==> src/rtl/sprite_draw_scheduler.sv <==
// Serialises full-screen clears and per-sprite erase/redraw into one VGA pixel write per clock.
// Four sticky request bits are serviced in fixed priority: clear, player, enemy 0, enemy 1.
module sprite_draw_scheduler #(
  parameter int unsigned SCREEN_W      = 160,
  parameter int unsigned SCREEN_H      = 120,
  parameter int unsigned PLAYER_WIDTH  = 3,
  parameter logic [2:0]  BG_COLOUR     = 3'b000,
  parameter logic [2:0]  PLAYER_COLOUR = 3'b111,
  parameter logic [2:0]  ENEMY_COLOUR  = 3'b100
) (
  input  logic       clk,
  input  logic       resetn,
  input  logic       clear_req,
  input  logic       player_move,
  input  logic [7:0] playerX,
  input  logic [6:0] playerY,
  input  logic       e0_move,
  input  logic [7:0] e0X,
  input  logic [6:0] e0Y,
  input  logic [2:0] e0_width,
  input  logic       e1_move,
  input  logic [7:0] e1X,
  input  logic [6:0] e1Y,
  input  logic [2:0] e1_width,
  output logic [7:0] x,
  output logic [6:0] y,
  output logic [2:0] colour,
  output logic       plot,
  output logic       busy
);

  localparam int unsigned NOBJ = 3;

  typedef enum logic [1:0] {S_IDLE, S_CLEAR, S_ERASE, S_DRAW} state_t;

  state_t     state;
  logic       clr_p, pl_p, e0_p, e1_p;
  logic [1:0] obj;
  logic [7:0] new_x;
  logic [6:0] new_y;
  logic [2:0] new_w;
  logic [7:0] prev_x [NOBJ];
  logic [6:0] prev_y [NOBJ];
  logic [2:0] prev_w [NOBJ];
  logic [2:0] valid;
  logic [7:0] cx;
  logic [6:0] cy;

  // Fixed-priority selection, only meaningful while idle
  logic sel_clr, sel_pl, sel_e0, sel_e1;
  always_comb begin
    sel_clr = (state == S_IDLE) & clr_p;
    sel_pl  = (state == S_IDLE) & ~clr_p & pl_p;
    sel_e0  = (state == S_IDLE) & ~clr_p & ~pl_p & e0_p;
    sel_e1  = (state == S_IDLE) & ~clr_p & ~pl_p & ~e0_p & e1_p;
  end

  logic [1:0] sel_obj;
  logic [7:0] sel_x;
  logic [6:0] sel_y;
  logic [2:0] sel_w;
  always_comb begin
    sel_obj = 2'd0;
    sel_x   = playerX;
    sel_y   = playerY;
    sel_w   = 3'(PLAYER_WIDTH);
    if (sel_e0) begin
      sel_obj = 2'd1;
      sel_x   = e0X;
      sel_y   = e0Y;
      sel_w   = (e0_width == 3'd0) ? 3'd1 : e0_width;
    end else if (sel_e1) begin
      sel_obj = 2'd2;
      sel_x   = e1X;
      sel_y   = e1Y;
      sel_w   = (e1_width == 3'd0) ? 3'd1 : e1_width;
    end
  end

  // Square scan geometry; sums are one bit wider so off-screen pixels never wrap
  logic [7:0] base_x;
  logic [6:0] base_y;
  logic [2:0] cur_w, w_last;
  logic [8:0] sx;
  logic [7:0] sy;
  logic       on_screen, row_end, sq_last, clr_row_end, clr_last;
  always_comb begin
    base_x = new_x;
    base_y = new_y;
    cur_w  = new_w;
    if (state == S_ERASE) begin
      base_x = prev_x[obj];
      base_y = prev_y[obj];
      cur_w  = prev_w[obj];
    end
    w_last      = cur_w - 3'd1;
    sx          = {1'b0, base_x} + 9'(cx);
    sy          = {1'b0, base_y} + 8'(cy);
    on_screen   = (sx < 9'(SCREEN_W)) && (sy < 8'(SCREEN_H));
    row_end     = (cx == 8'(w_last));
    sq_last     = row_end && (cy == 7'(w_last));
    clr_row_end = (cx == 8'(SCREEN_W - 1));
    clr_last    = clr_row_end && (cy == 7'(SCREEN_H - 1));
  end

  always_ff @(posedge clk) begin
    if (!resetn) begin
      state  <= S_IDLE;
      clr_p  <= 1'b1;
      pl_p   <= 1'b0;
      e0_p   <= 1'b0;
      e1_p   <= 1'b0;
      obj    <= 2'd0;
      new_x  <= 8'd0;
      new_y  <= 7'd0;
      new_w  <= 3'd0;
      valid  <= 3'b000;
      cx     <= 8'd0;
      cy     <= 7'd0;
      x      <= 8'd0;
      y      <= 7'd0;
      colour <= 3'd0;
      plot   <= 1'b0;
      busy   <= 1'b0;
      for (int i = 0; i < NOBJ; i++) begin
        prev_x[i] <= 8'd0;
        prev_y[i] <= 7'd0;
        prev_w[i] <= 3'd0;
      end
    end else begin
      // New pulses win over the clear caused by selection
      clr_p <= (clr_p & ~sel_clr) | clear_req;
      pl_p  <= (pl_p  & ~sel_pl)  | player_move;
      e0_p  <= (e0_p  & ~sel_e0)  | e0_move;
      e1_p  <= (e1_p  & ~sel_e1)  | e1_move;

      case (state)
        S_IDLE: begin
          plot <= 1'b0;
          cx   <= 8'd0;
          cy   <= 7'd0;
          if (sel_clr) begin
            state <= S_CLEAR;
            busy  <= 1'b1;
          end else if (sel_pl | sel_e0 | sel_e1) begin
            obj   <= sel_obj;
            new_x <= sel_x;
            new_y <= sel_y;
            new_w <= sel_w;
            busy  <= 1'b1;
            state <= valid[sel_obj] ? S_ERASE : S_DRAW;
          end
        end

        S_CLEAR: begin
          x      <= cx;
          y      <= cy;
          colour <= BG_COLOUR;
          plot   <= 1'b1;
          if (clr_row_end) begin
            cx <= 8'd0;
            cy <= cy + 7'd1;
          end else begin
            cx <= cx + 8'd1;
          end
          // A cleared screen invalidates every sprite and forces all to redraw
          if (clr_last) begin
            state <= S_IDLE;
            busy  <= 1'b0;
            valid <= 3'b000;
            pl_p  <= 1'b1;
            e0_p  <= 1'b1;
            e1_p  <= 1'b1;
          end
        end

        S_ERASE, S_DRAW: begin
          x      <= sx[7:0];
          y      <= sy[6:0];
          plot   <= on_screen;
          colour <= (state == S_ERASE) ? BG_COLOUR :
                    ((obj == 2'd0) ? PLAYER_COLOUR : ENEMY_COLOUR);
          if (sq_last) begin
            cx <= 8'd0;
            cy <= 7'd0;
            if (state == S_ERASE) begin
              state <= S_DRAW;
            end else begin
              state       <= S_IDLE;
              busy        <= 1'b0;
              prev_x[obj] <= new_x;
              prev_y[obj] <= new_y;
              prev_w[obj] <= new_w;
              valid[obj]  <= 1'b1;
            end
          end else if (row_end) begin
            cx <= 8'd0;
            cy <= cy + 7'd1;
          end else begin
            cx <= cx + 8'd1;
          end
        end

        default: state <= S_IDLE;
      endcase
    end
  end

endmodule

==> config.mk <==
export PLATFORM = sky130hd
export DESIGN_NAME = sprite_draw_scheduler
export DESIGN_NICKNAME = d
export VERILOG_FILES = /design/src/rtl/sprite_draw_scheduler.sv
export SDC_FILE = /design/constraint.sdc
export NUM_CORES = 1
export LEC_CHECK = 0
export CAP_MARGIN = 15
export CORE_UTILIZATION = 51
export DETAILED_ROUTE_END_ITERATION = 6
export PLACE_DENSITY = 0.76
export RECOVER_POWER = 100
export SLEW_MARGIN = 20
export SYNTH_ARGS = -nofsm -noshare
export SYNTH_HDL_FRONTEND = slang
export SYNTH_SLANG_ARGS = --single-unit
==> constraint.sdc <==
create_clock -name clk -period 4.11 [get_ports clk]
set_input_delay 0.411 -clock clk [delete_from_list [all_inputs] [get_ports clk]]
set_output_delay 0.411 -clock clk [all_outputs]
set_load 0.01 [all_outputs]
# After elaboration in Yosys (flattened, before gate mapping)
# Memory sizes are Yosys's and may differ from the RTL's. A register that Yosys moved wholly into a read port is not among the register bits.
# Cells that the tools add are included.
[totals]
ram_bits = 54
out_inout_bits = 20
word_cells = 161
mem_count = 3
ff_bits = 64
[memory_table]
columns = ["name", "words", "width", "read_ports", "rd_ports_with_merged_regs", "write_ports", "line_no", "rtl"]
rows = [
  ["prev_x", 3, 8, 1, 1, 3, "42", "logic [7:0] prev_x [NOBJ];"],
  ["prev_y", 3, 7, 1, 1, 3, "43", "logic [6:0] prev_y [NOBJ];"],
  ["prev_w", 3, 3, 1, 1, 3, "44", "logic [2:0] prev_w [NOBJ];"],
]
[op_classes]
reduce_logical = 18
n_addsub = 5
mux = 75
n_eq_ne = 13
bitwise_logic = 25
magnitude_cmp = 5
[op_table]
columns = ["operator", "n"]
rows = [
  ["8-bit 2-to-1 mux", 7],
  ["7-bit 2-to-1 mux", 7],
  ["2-bit 2-to-1 mux", 17],
  ["3-bit 2-to-1 mux", 10],
  ["8-bit one-hot mux with 3 select lines", 1],
  ["1-bit 2-to-1 mux", 23],
  ["7-bit one-hot mux with 3 select lines", 1],
  ["8-bit one-hot mux with 2 select lines", 1],
  ["7-bit one-hot mux with 2 select lines", 1],
  ["3-bit one-hot mux with 2 select lines", 2],
  ["1-bit AND", 11],
  ["8-bit by 8-bit adder with 9-bit output", 1],
  ["9-bit by 8-bit less-than comparator with 1-bit output, second input constant", 1],
  ["7-bit by 7-bit adder with 8-bit output", 1],
  ["8-bit by 1-bit adder with 8-bit output, second input constant", 1],
  ["8-bit by 3-bit equality test with 1-bit output", 1],
  ["8-bit equality test, second input constant", 1],
  ["8-bit by 7-bit less-than comparator with 1-bit output, second input constant", 1],
  ["2-bit != test, second input constant", 4],
  ["4-bit AND reduction", 2],
  ["8-bit OR reduction", 1],
  ["7-bit by 1-bit adder with 7-bit output, second input constant", 1],
  ["7-bit by 3-bit equality test with 1-bit output", 1],
  ["7-bit equality test, second input constant", 1],
  ["23 further kinds", 43],
]

# Longest topological paths before layout
# Gate-level depths: netlist (run 1).
[logic_depth]
depth_word = 13
mapped_depth = 14
ltp_nobuf = 12

# Worst setup path before layout (run 1)
# OpenSTA, ideal clock, no wires.
[synth_timing]
path_kind = "reg-to-reg"
startpoint = "register with a tool-made name"
endpoint = "memory prev_w[3][0] (enable)"
setup_slack_ps = 58
t_required_ps = 3717
path_buffers = 3
arrival_time_ps = 3659
synth_period_minus_slack_ps = 4052
setup_time_ps = 393
stages_incl_launch_ff = 12
cell_sequence = "dfxtp_1 buf_6 buf_1 mux4_2 a21oi_1 ha_1 xnor2_1 or3_1 a221oi_2 buf_6 nand2_1 nor2_1"
[synth_lines]
columns = ["element", "line_no"]
rows = [
  ["end, declared", "44"],
]

==> impl_metrics.csv, run 1 <==
group,metric,value,unit
global_routing,globalRouteTotalUtil,24.7,%
floorplanning,design.die.area,0.0140,mm2
place,hpwl,11000,um
worst_setup_path,cp.required,4430,ps
clocking,htreeDepth,4,
floorplanning,floorplan.core_area,0.0132,mm2
status,result_of_the_run,"completed",
synth,async_flop_share,0,%
clocking,cts_resized,0,
pwr,p_sw_share,22.9,%
pwr,total_leakage_power,3.28,nW
timing,final.min_clock_period,3700,ps
pwr,peakVddDrop,0.305,mV
clocking,worst_setup_hold_path_clk_slew,60,ps
place,placed_cells_incl_taps,855,
synth,synth_flop_cell,"sky130_fd_sc_hd__edfxtp_1",
worst_setup_path,cp.depth,11,
global_routing,global_route_wire_length_before_repair,26000,um
synth,synth.yosys.warnings,0,
route,drt_first_pass_iters,5,
route,drt_drc_violations_left,0,
global_routing,maximum_number_of_pins_on_one_net_before_global_route_repair,48,
final_layout,area_growth,21.7,%
global_routing,grt_antenna_before_repair,0,
final_layout,most_used_cells_in_the_layout_excluding_fill_and_tap_cells,"sky130_fd_sc_hd__nor2_1, sky130_fd_sc_hd__edfxtp_1, sky130_fd_sc_hd__dfxtp_1",
worst_setup_path,path_class,"reg2reg",
global_routing,grt_pass1_vias,5122,
clocking,cts.path.max_buffers,2,
synth,cell_area_after_technology_mapping,0.00691,mm2
clocking,clkLatencyLatePin,430,ps
worst_setup_path,ff2ff_path_depth,11,
synth,yosysSeqAreaShare,50.1,%
timing,post-route-worst-setup-slack,406,ps
place,placement.setup.worst_slack,508,ps
floorplanning,vert_die_dim,118,um
worst_setup_path,cell_repeated_most_along_the_worst_path,"sky130_fd_sc_hd__a21oi_1",
route,ant_nets,0,
timing,timing.final.setup_violations,0,
floorplanning,die-width,118,um
pwr,power.sequential.fraction,44.7,%
route,vias_per_cell,5.76,
final_layout,num-nets-final,775,
final_layout,layout.cells.non_filler,887,
worst_setup_path,worst-endpoint-arrival,4020,ps
final_layout,count_of_antenna_diodes_in_the_layout,0,
worst_setup_path,critical-path-slowest-cell,"sky130_fd_sc_hd__mux4_1",
route,dr_total_vias,5106,
global_routing,grt_overflow_total,0,
pwr,p_per_area,405,mW/mm2
place,place.gp.congestion,0.892,
min_path,hold_path_class,"reg2reg",
synth,synth_top_cells_by_area,"sky130_fd_sc_hd__edfxtp_1, sky130_fd_sc_hd__dfxtp_1, sky130_fd_sc_hd__and2_1",
clocking,cts_tree,"done",
synth,register_bit_count_reported_by_yosys,137,
timing,totalNegativeSetupSlack,0,ps
synth,postSynthCellCount,626,
timing,maxSlewHeadroom,13.0,%
clocking,cts_setup_buffers,0,
synth,synthDistinctLibCells,56,
timing,worst_case_clock_skew,17.2,ps
route,routedWlPerCell,18.1,um
floorplanning,ioPinCount,77,
route,first_iter_violations,400,
synth,syn_avg_cell_area,11.0,um2
clocking,clock-sinks,137,
synth,netlist.top_cell.by_area,"sky130_fd_sc_hd__edfxtp_1",
worst_setup_path,cp-start-kind,"flip-flop",
synth,synth.net_count,703,
pwr,net-switching-power,0.779,mW
place,io_buffer_count,76,
pwr,comb_power_share,9.5,%
final_layout,fillerInstances,1077,
floorplanning,floorplan.initialDensity,52.2,%
worst_setup_path,setup.worst_path.end_class,"flip-flop",
final_layout,share_of_layout_cells_above_drive_strength_1,10.8,%
timing,report.final.slew_viol_count,0,
worst_setup_path,critical_path.top_delay_family,"multiplexers",
floorplanning,core.rowCount,42,
clocking,cts_root_buf,"sky130_fd_sc_hd__clkbuf_16",
flow_run,cap_violations,0,
synth,synth_enable_flop_cells,72,
synth,synth_top_cell_area_share,31.3,%
clocking,hold_buffers,0,
pwr,power.clock.fraction,45.8,%
worst_setup_path,crit_path_max_fanout,9,
timing,finalHoldWorstSlack,456,ps
min_path,hold_depth,2,
worst_setup_path,timing.critical_path.cells,"buf_4 > mux4_1 > mux2_1 > fa_1 > a21o_1 > a21oi_1 > o21bai_1 > a21oi_1 > xor2_1 > or4_1 > o221a_2",
timing,fmax,270,MHz
final_layout,mostFrequentLayoutCell,"sky130_fd_sc_hd__nor2_1",
timing,min_period_over_period,90.1,%
worst_setup_path,worst_path_largest_cell_delay,580,ps
clocking,cts_inserted_buffers,17,
worst_setup_path,cp.buffers_inverters,1,
route,wl,16000,um
pwr,int_power,2.62,mW
timing,worstMarginPinSlew,1310,ps
timing,finalHoldViolCount,0,
timing,setup_repair_after_global_routing_missed_its_margin,"no",
registers in the layout (all words and copies together) (netlist names), 7 cells and up, named ones only:
signal	cells
prev_w	12
cx	8
new_x	8
cy	7
y	7
prev_y	28
prev_x	32
new_y	7
x	8
stage by stage:
stage / utilization (%) / total power [mW] / instance area [um2]
2_1_floorplan: - / 1.73 / 6910
3_3_place_gp: 59.0 / 1.87 / 7810
3_5_place_dp: 59.0 / 1.88 / 7810
4_1_cts: 63.7 / 3.43 / 8430
5_1_grt: 63.5 / 3.51 / 8410
6_report: 63.5 / 3.40 / 8410
area by class of cell:
type                    count  area, um2  area share [%]
clock buffers              23        542            6.44
clock inverters             9       80.1           0.952
inverters                  17       63.8           0.759
multi-input cells         434       3180            37.8
flip-flops and latches    137       3460            41.2
well taps                 176        220            2.62
repair buffers             91        867            10.3
final timing paths:
| path | from | end | slack [ps] |
|---|---|---|---|
| hold / removal | valid[1]$_SDFFE_PN0P_ | valid[1]$_SDFFE_PN0P_ | 460 |
| setup reg to reg | flip-flop | plot$_SDFF_PN0_ | 410 |
| hold reg to reg | valid[1]$_SDFFE_PN0P_ | valid[1]$_SDFFE_PN0P_ | 460 |
| setup / recovery | flip-flop | plot$_SDFF_PN0_ | 410 |
cells in the mapped netlist, types with 3 or more instances:
library cell and count:
sky130_fd_sc_hd__o21ai_0 11, sky130_fd_sc_hd__dfxtp_1 65, sky130_fd_sc_hd__a21o_1 3, sky130_fd_sc_hd__mux4_2 13, sky130_fd_sc_hd__buf_6 5, sky130_fd_sc_hd__a211oi_1 34
sky130_fd_sc_hd__nor3_1 7, sky130_fd_sc_hd__nand4_1 4, sky130_fd_sc_hd__and3_1 5, sky130_fd_sc_hd__inv_1 15, sky130_fd_sc_hd__or3_1 5, sky130_fd_sc_hd__and2_1 53
sky130_fd_sc_hd__nand2_1 25, sky130_fd_sc_hd__mux2i_1 24, sky130_fd_sc_hd__xor2_1 17, sky130_fd_sc_hd__nor2b_1 13, sky130_fd_sc_hd__ha_1 18, sky130_fd_sc_hd__buf_1 5
sky130_fd_sc_hd__mux4_1 5, sky130_fd_sc_hd__clkbuf_1 23, sky130_fd_sc_hd__mux2_2 14, sky130_fd_sc_hd__xnor2_1 7, sky130_fd_sc_hd__edfxtp_1 72, sky130_fd_sc_hd__nor2_1 76
sky130_fd_sc_hd__nand3_1 14, sky130_fd_sc_hd__a21oi_1 51
cell families after synthesis:
group	Yosys count	share of synthesized area, %
AOI/OAI and AO/OA	118	11.0
xor gates and xnor gates	25	3.37
adders and majority gates	20	3.84
buffers and inverters	55	3.95
DFF	137	50.1
muxes	57	12.1
and+or+nand+nor	214	15.6
worst reg2reg max path, cell delays in order (launching register included):
cell and delay (ps):
sky130_fd_sc_hd__dfxtp_1 460, sky130_fd_sc_hd__buf_4 270, sky130_fd_sc_hd__mux4_1 590, sky130_fd_sc_hd__mux2_1 380, sky130_fd_sc_hd__fa_1 460, sky130_fd_sc_hd__a21o_1 180, sky130_fd_sc_hd__a21oi_1 220, sky130_fd_sc_hd__o21bai_1 80
sky130_fd_sc_hd__a21oi_1 170, sky130_fd_sc_hd__xor2_1 100, sky130_fd_sc_hd__or4_1 400, sky130_fd_sc_hd__o221a_2 280
power groups by stage:
stage / sequential [mW] / clock [mW] / combinational [mW]
3_5_place_dp: 1.55 / 0 / 0.330
6_report: 1.52 / 1.56 / 0.325
3_3_place_gp: 1.55 / 0 / 0.321
4_1_cts: 1.52 / 1.58 / 0.333
2_1_floorplan: 1.54 / 0 / 0.197
5_1_grt: 1.53 / 1.63 / 0.356
per-layer routing:
| metal | track usage, % | share of wire, % | vias to the layer above |
|---|---|---|---|
| met5 | 0 | 0 | - |
| met1 | 30.4 | 43 | 2485 |
| li1 | - | - | 2423 |
| met3 | 5.98 | 4.4 | 41 |
| met4 | 12.3 | 3.1 | 0 |
| met2 | 40.6 | 49 | 157 |
No activity file was read; power rests on OpenSTA's default activity.
==> run 2: changes to the inputs <==
CORE_MARGIN = 8   (was default)
GPL_TIMING_DRIVEN = 0   (was default)
==> run 2 against run 1 <==
Register-to-register slack got worse by 160 ps. Sequential power barely moved. Cell count rose by 2.6%. Worst setup slack got worse by 160 ps. Fmax fell by 4.1%. Sequential share of layout area fell by 0.51 points. Wire length rose by 11%. Largest cell class unchanged. Largest power group unchanged.
==> impl_metrics.csv, run 2 (synthesis results as in run 1) <==
group,metric,value,unit
timing,finalHoldViolCount,0,
worst_setup_path,timing.critical_path.cells,"clkbuf_1 > clkbuf_2 > mux4_2 > a21oi_1 > ha_1 > xnor2_1 > or3_1 > a221oi_2 > buf_6 > nand2_1 > nor2_4 > buf_4",
final_layout,mostFrequentLayoutCell,"sky130_fd_sc_hd__nor2_1",
clocking,cts_setup_buffers,0,
pwr,total_leakage_power,3.30,nW
floorplanning,die-width,132,um
floorplanning,floorplan.core_area,0.0132,mm2
clocking,worst_setup_hold_path_clk_slew,60,ps
timing,worst_case_clock_skew,11.3,ps
worst_setup_path,ff2ff_path_depth,12,
worst_setup_path,setup.worst_path.end_class,"flip-flop",
global_routing,grt_overflow_total,0,
final_layout,area.sequential,0.00346,mm2
clocking,clkLatencyLatePin,420,ps
final_layout,multiInputGateArea,0.00317,mm2
clocking,hold_buffers,0,
floorplanning,design.die.area,0.0175,mm2
timing,min_period_over_period,94.0,%
route,first_iter_violations,388,
worst_setup_path,worst_path_largest_cell_delay,410,ps
clocking,cts_root_buf,"sky130_fd_sc_hd__clkbuf_16",
worst_setup_path,cp.required,4230,ps
status,result_of_the_run,"completed",
global_routing,grt_pass1_vias,5485,
worst_setup_path,critical-path-slowest-cell,"sky130_fd_sc_hd__clkbuf_1",
place,place.gp.congestion,0.879,
clocking,cts_inserted_buffers,17,
global_routing,grt_antenna_before_repair,0,
route,dr_total_vias,5221,
worst_setup_path,worst-endpoint-arrival,3980,ps
timing,final.min_clock_period,3860,ps
global_routing,globalRouteTotalUtil,20.8,%
timing,maxSlewHeadroom,10.8,%
worst_setup_path,r2r_slack,250,ps
global_routing,global_route_wire_length_before_repair,28500,um
worst_setup_path,path_class,"reg2reg",
pwr,p_per_area,413,mW/mm2
global_routing,maximum_number_of_pins_on_one_net_before_global_route_repair,19,
final_layout,num-nets-final,798,
timing,totalNegativeSetupSlack,0,ps
floorplanning,vert_die_dim,132,um
min_path,hold_path_class,"reg2reg",
place,io_buffer_count,76,
final_layout,fillerInstances,1056,
final_layout,layout.cells.non_filler,910,
timing,report.final.slew_viol_count,0,
timing,fmax,259,MHz
clocking,clock-sinks,137,
route,ant_nets,0,
pwr,peakVddDrop,0.315,mV
final_layout,area_growth,23.3,%
clocking,cts.path.max_buffers,2,
timing,setup_repair_after_global_routing_missed_its_margin,"no",
clocking,htreeDepth,4,
final_layout,largest_register_ffs,32,
timing,timing.final.setup_violations,0,
worst_setup_path,crit_path_max_fanout,12,
floorplanning,ioPinCount,77,
worst_setup_path,worstSetupEndpoint,"prev_y[3][6]$_DFFE_PP_",
route,routedWlPerCell,19.5,um
final_layout,most_used_cells_in_the_layout_excluding_fill_and_tap_cells,"sky130_fd_sc_hd__nor2_1, sky130_fd_sc_hd__edfxtp_1, sky130_fd_sc_hd__dfxtp_1",
place,placed_cells_incl_taps,879,
route,drt_first_pass_iters,5,
worst_setup_path,cp-start-kind,"flip-flop",
flow_run,cap_violations,0,
route,drt_drc_violations_left,0,
route,wl,17700,um
final_layout,final_util,64.3,%
final_layout,largest-register,"prev_x",
place,hpwl,12600,um
floorplanning,floorplan.initialDensity,52.2,%
final_layout,largest_registers,"prev_x (32), prev_y (28), prev_w (12)",
floorplanning,core.rowCount,42,
timing,worstMarginPinSlew,1330,ps
clocking,cts_tree,"done",
final_layout,share_of_layout_cells_above_drive_strength_1,9.81,%
worst_setup_path,worst_r2r_end,"prev_y[3][6]$_DFFE_PP_",
final_layout,count_of_antenna_diodes_in_the_layout,0,
route,vias_per_cell,5.74,
run 2: layer usage:
| metal | wire, um | GRT usage (%) | vias to the layer above | part of all wire, % |
|---|---|---|---|---|
| li1 | - | - | 2464 | - |
| met1 | 7580 | 24.5 | 2554 | 43 |
| met2 | 8960 | 35.2 | 176 | 50 |
| met3 | 905 | 5.60 | 27 | 5.1 |
| met4 | 306 | 8.26 | 0 | 1.7 |
| met5 | 0 | 0 | - | 0 |
run 2: layout make-up:
type	count	area share, %
buffer	37	2.17
clock buffer	19	5.20
timing repair buffer	77	9.02
clock inverter	13	2.35
inverter	17	0.749
tap	176	2.59
multi-input combinational	434	37.3
sequential	137	40.7
run 2: report_power, final:
group | switching [mW] | total [mW] | internal (mW)
combinational | 0.184 | 0.341 | 0.158
clock | 0.575 | 1.66 | 1.09
sequential | 0.0335 | 1.52 | 1.48
run 2: worst max-delay path: cells and delay by family (launching register included):
family	cells	cell delay, ps
compound gates	2	540
fa+ha+maj	1	230
simple gates	3	730
buf+inv	4	1300
mux	1	350
xor+xnor	1	100
flops	1	300
run 2: what timing repair did:
item	in CTS	in global routing
resized for setup	4	2
hold endpoints to repair	0	0
setup endpoints to repair	72	12
run 2: metrics by stage:
step	setup slack [ps]	hold WS (ps)	total power [mW]	instance area (um2)
finish	249	459	3.52	8520
global route	25.8	493	3.62	8520
CTS	168	462	3.54	8560
detailed placement	-381	454	1.89	7910
global placement	-902	441	1.88	7890
floorplan	58.4	425	1.73	6910
run 2: worst min path at each step:
stage / end / from / cells past startpoint
finish: colour[2]$_SDFFE_PN0N_ / colour[2]$_SDFFE_PN0N_ / 2
global route: valid[1]$_SDFFE_PN0P_ / valid[1]$_SDFFE_PN0P_ / 2
CTS: colour[2]$_SDFFE_PN0N_ / colour[2]$_SDFFE_PN0N_ / 2
detailed placement: colour[2]$_SDFFE_PN0N_ / colour[2]$_SDFFE_PN0N_ / 2
global placement: valid[1]$_SDFFE_PN0P_ / valid[1]$_SDFFE_PN0P_ / 2
floorplan: valid[1]$_SDFFE_PN0P_ / valid[1]$_SDFFE_PN0P_ / 2
==> run 3: changes to the inputs <==
CORE_UTILIZATION = 39   (was 51)
PLACE_DENSITY = default   (was 0.76)
==> run 3 against run 2 <==
First-iteration DRC count is 21% lower. Clock power is 6% lower. Wire length is 3.6% higher. Register-to-register slack better by 50 ps. Largest power group unchanged. Non-clock buffer count stayed put. Power is 2.9% lower. Utilization is 15 points lower. Global-route usage is 3.6 points lower.
==> impl_metrics.csv, run 3 (synthesis results as in run 1) <==
group,metric,value,unit
route,dr_total_vias,5125,
global_routing,globalRouteTotalUtil,17.2,%
global_routing,grt_overflow_total,0,
timing,post-route-worst-setup-slack,298,ps
final_layout,largest_register_ffs,32,
timing,worstMarginPinSlew,1380,ps
clocking,htreeDepth,4,
global_routing,grt_antenna_before_repair,0,
route,drt_first_pass_iters,5,
status,result_of_the_run,"completed",
pwr,peakVddDrop,0.312,mV
place,placement.setup.worst_slack,-464,ps
clocking,cts_tree,"done",
worst_setup_path,setup.worst_path.end_class,"flip-flop",
route,first_iter_violations,308,
timing,worst_case_clock_skew,15.6,ps
floorplanning,core.rowCount,48,
final_layout,postLayoutCellArea,0.00855,mm2
floorplanning,vert_die_dim,149,um
worst_setup_path,cp.required,4250,ps
clocking,hold_buffers,0,
floorplanning,ioPinCount,77,
timing,timing.final.setup_violations,0,
timing,finalHoldViolCount,0,
floorplanning,die-width,149,um
clocking,clkLatencyLatePin,440,ps
floorplanning,design.die.area,0.0222,mm2
clocking,worst_setup_hold_path_clk_slew,60,ps
place,place.gp.congestion,0.819,
clocking,cts_inserted_buffers,17,
flow_run,cap_violations,0,
pwr,report.power.total,3.42,mW
timing,setup_repair_after_global_routing_missed_its_margin,"no",
final_layout,mostFrequentLayoutCell,"sky130_fd_sc_hd__nor2_1",
global_routing,grt_pass1_vias,5175,
global_routing,global_route_wire_length_before_repair,29000,um
final_layout,layout.cells.non_filler,959,
clocking,cts.path.max_buffers,2,
final_layout,largest-register,"prev_x",
final_layout,most_used_cells_in_the_layout_excluding_fill_and_tap_cells,"sky130_fd_sc_hd__nor2_1, sky130_fd_sc_hd__edfxtp_1, sky130_fd_sc_hd__dfxtp_1",
route,vias_per_cell,5.34,
worst_setup_path,path_class,"reg2reg",
clocking,cts_setup_buffers,0,
global_routing,maximum_number_of_pins_on_one_net_before_global_route_repair,19,
final_layout,count_of_antenna_diodes_in_the_layout,0,
timing,min_period_over_period,92.8,%
route,drt_drc_violations_left,0,
place,hpwl,13400,um
worst_setup_path,worst-endpoint-arrival,3950,ps
clocking,cts_root_buf,"sky130_fd_sc_hd__clkbuf_16",
timing,report.final.slew_viol_count,0,
final_layout,share_of_layout_cells_above_drive_strength_1,10.4,%
timing,final.min_clock_period,3810,ps
pwr,total_leakage_power,3.30,nW
final_layout,area_growth,23.7,%
route,ant_nets,0,
timing,maxSlewHeadroom,6.88,%
worst_setup_path,crit_path_max_fanout,10,
min_path,hold_path_class,"reg2reg",
floorplanning,floorplan.initialDensity,39.9,%
timing,fmax,262,MHz
worst_setup_path,cp-start-kind,"flip-flop",
floorplanning,floorplan.core_area,0.0173,mm2
place,placed_cells_incl_taps,928,
final_layout,final_util,49.4,%
clocking,clock-sinks,137,
final_layout,fillerInstances,1527,
pwr,p_per_area,400,mW/mm2
final_layout,largest_registers,"prev_x (32), prev_y (28), prev_w (12)",
route,routedWlPerCell,19.2,um
place,placement.cell_area,0.00797,mm2
place,io_buffer_count,76,
final_layout,num-nets-final,798,
route,wl,18400,um
[run 3: critical path: stages, from the launching register on]
cell and delay (ps):
sky130_fd_sc_hd__dfxtp_1 330, sky130_fd_sc_hd__buf_6 170, sky130_fd_sc_hd__buf_2 390, sky130_fd_sc_hd__mux4_2 550
sky130_fd_sc_hd__a21oi_1 170, sky130_fd_sc_hd__ha_1 220, sky130_fd_sc_hd__xnor2_1 90, sky130_fd_sc_hd__or3_1 330
sky130_fd_sc_hd__a221oi_2 360, sky130_fd_sc_hd__buf_6 200, sky130_fd_sc_hd__nand2_1 100, sky130_fd_sc_hd__nor2_4 370
sky130_fd_sc_hd__buf_6 230
[run 3: routing by layer]
| metal | global-route usage [%] | part of all wire (%) | vias up |
|---|---|---|---|
| met5 | 0 | 0 | - |
| met4 | 6.11 | 1.4 | 0 |
| met3 | 3.67 | 6.2 | 19 |
| met2 | 28.3 | 49 | 161 |
| met1 | 21.9 | 44 | 2468 |
| li1 | - | - | 2477 |
[run 3: per-stage QoR]
stage,TNS (ps),hold WS [ps]
after floorplan,0,425
after global placement,-36510,441
after detailed placement,-26340,445
after CTS,0,455
after global routing,0,474
final,0,453
[run 3: path summary, 6_finish.rpt]
kind	endpoint	depth (start not counted)	from	slack [ps]
worst max-delay path	prev_x[3][3]$_DFFE_PP_	12	flip-flop	300
worst min-delay path	colour[2]$_SDFFE_PN0N_	2	colour[2]$_SDFFE_PN0N_	450
worst max register to register	prev_x[3][3]$_DFFE_PP_	12	flip-flop	300
worst min register to register	colour[2]$_SDFFE_PN0N_	2	colour[2]$_SDFFE_PN0N_	450
[run 3: layout make-up]
| type | count | area, um2 | share of cell area (%) |
|---|---|---|---|
| Buffer | 37 | 186 | 2.18 |
| Clock buffer | 19 | 464 | 5.43 |
| Clock inverter | 13 | 139 | 1.62 |
| Inverter | 17 | 63.8 | 0.746 |
| Multi-Input combinational cell | 434 | 3180 | 37.2 |
| Sequential cell | 137 | 3460 | 40.5 |
| Tap cell | 225 | 282 | 3.29 |
| Timing Repair Buffer | 77 | 772 | 9.03 |
[run 3: repair_timing]
action,in CTS,in global routing
pin swaps,0,0
resized for setup,7,3
endpoints found under the hold margin,0,0
endpoints found under the setup margin,73,64
[run 3: power by group]
group	switching, mW	internal, mW
Sequential	0.0342	1.48
Combinational	0.185	0.158
Clock	0.610	0.948
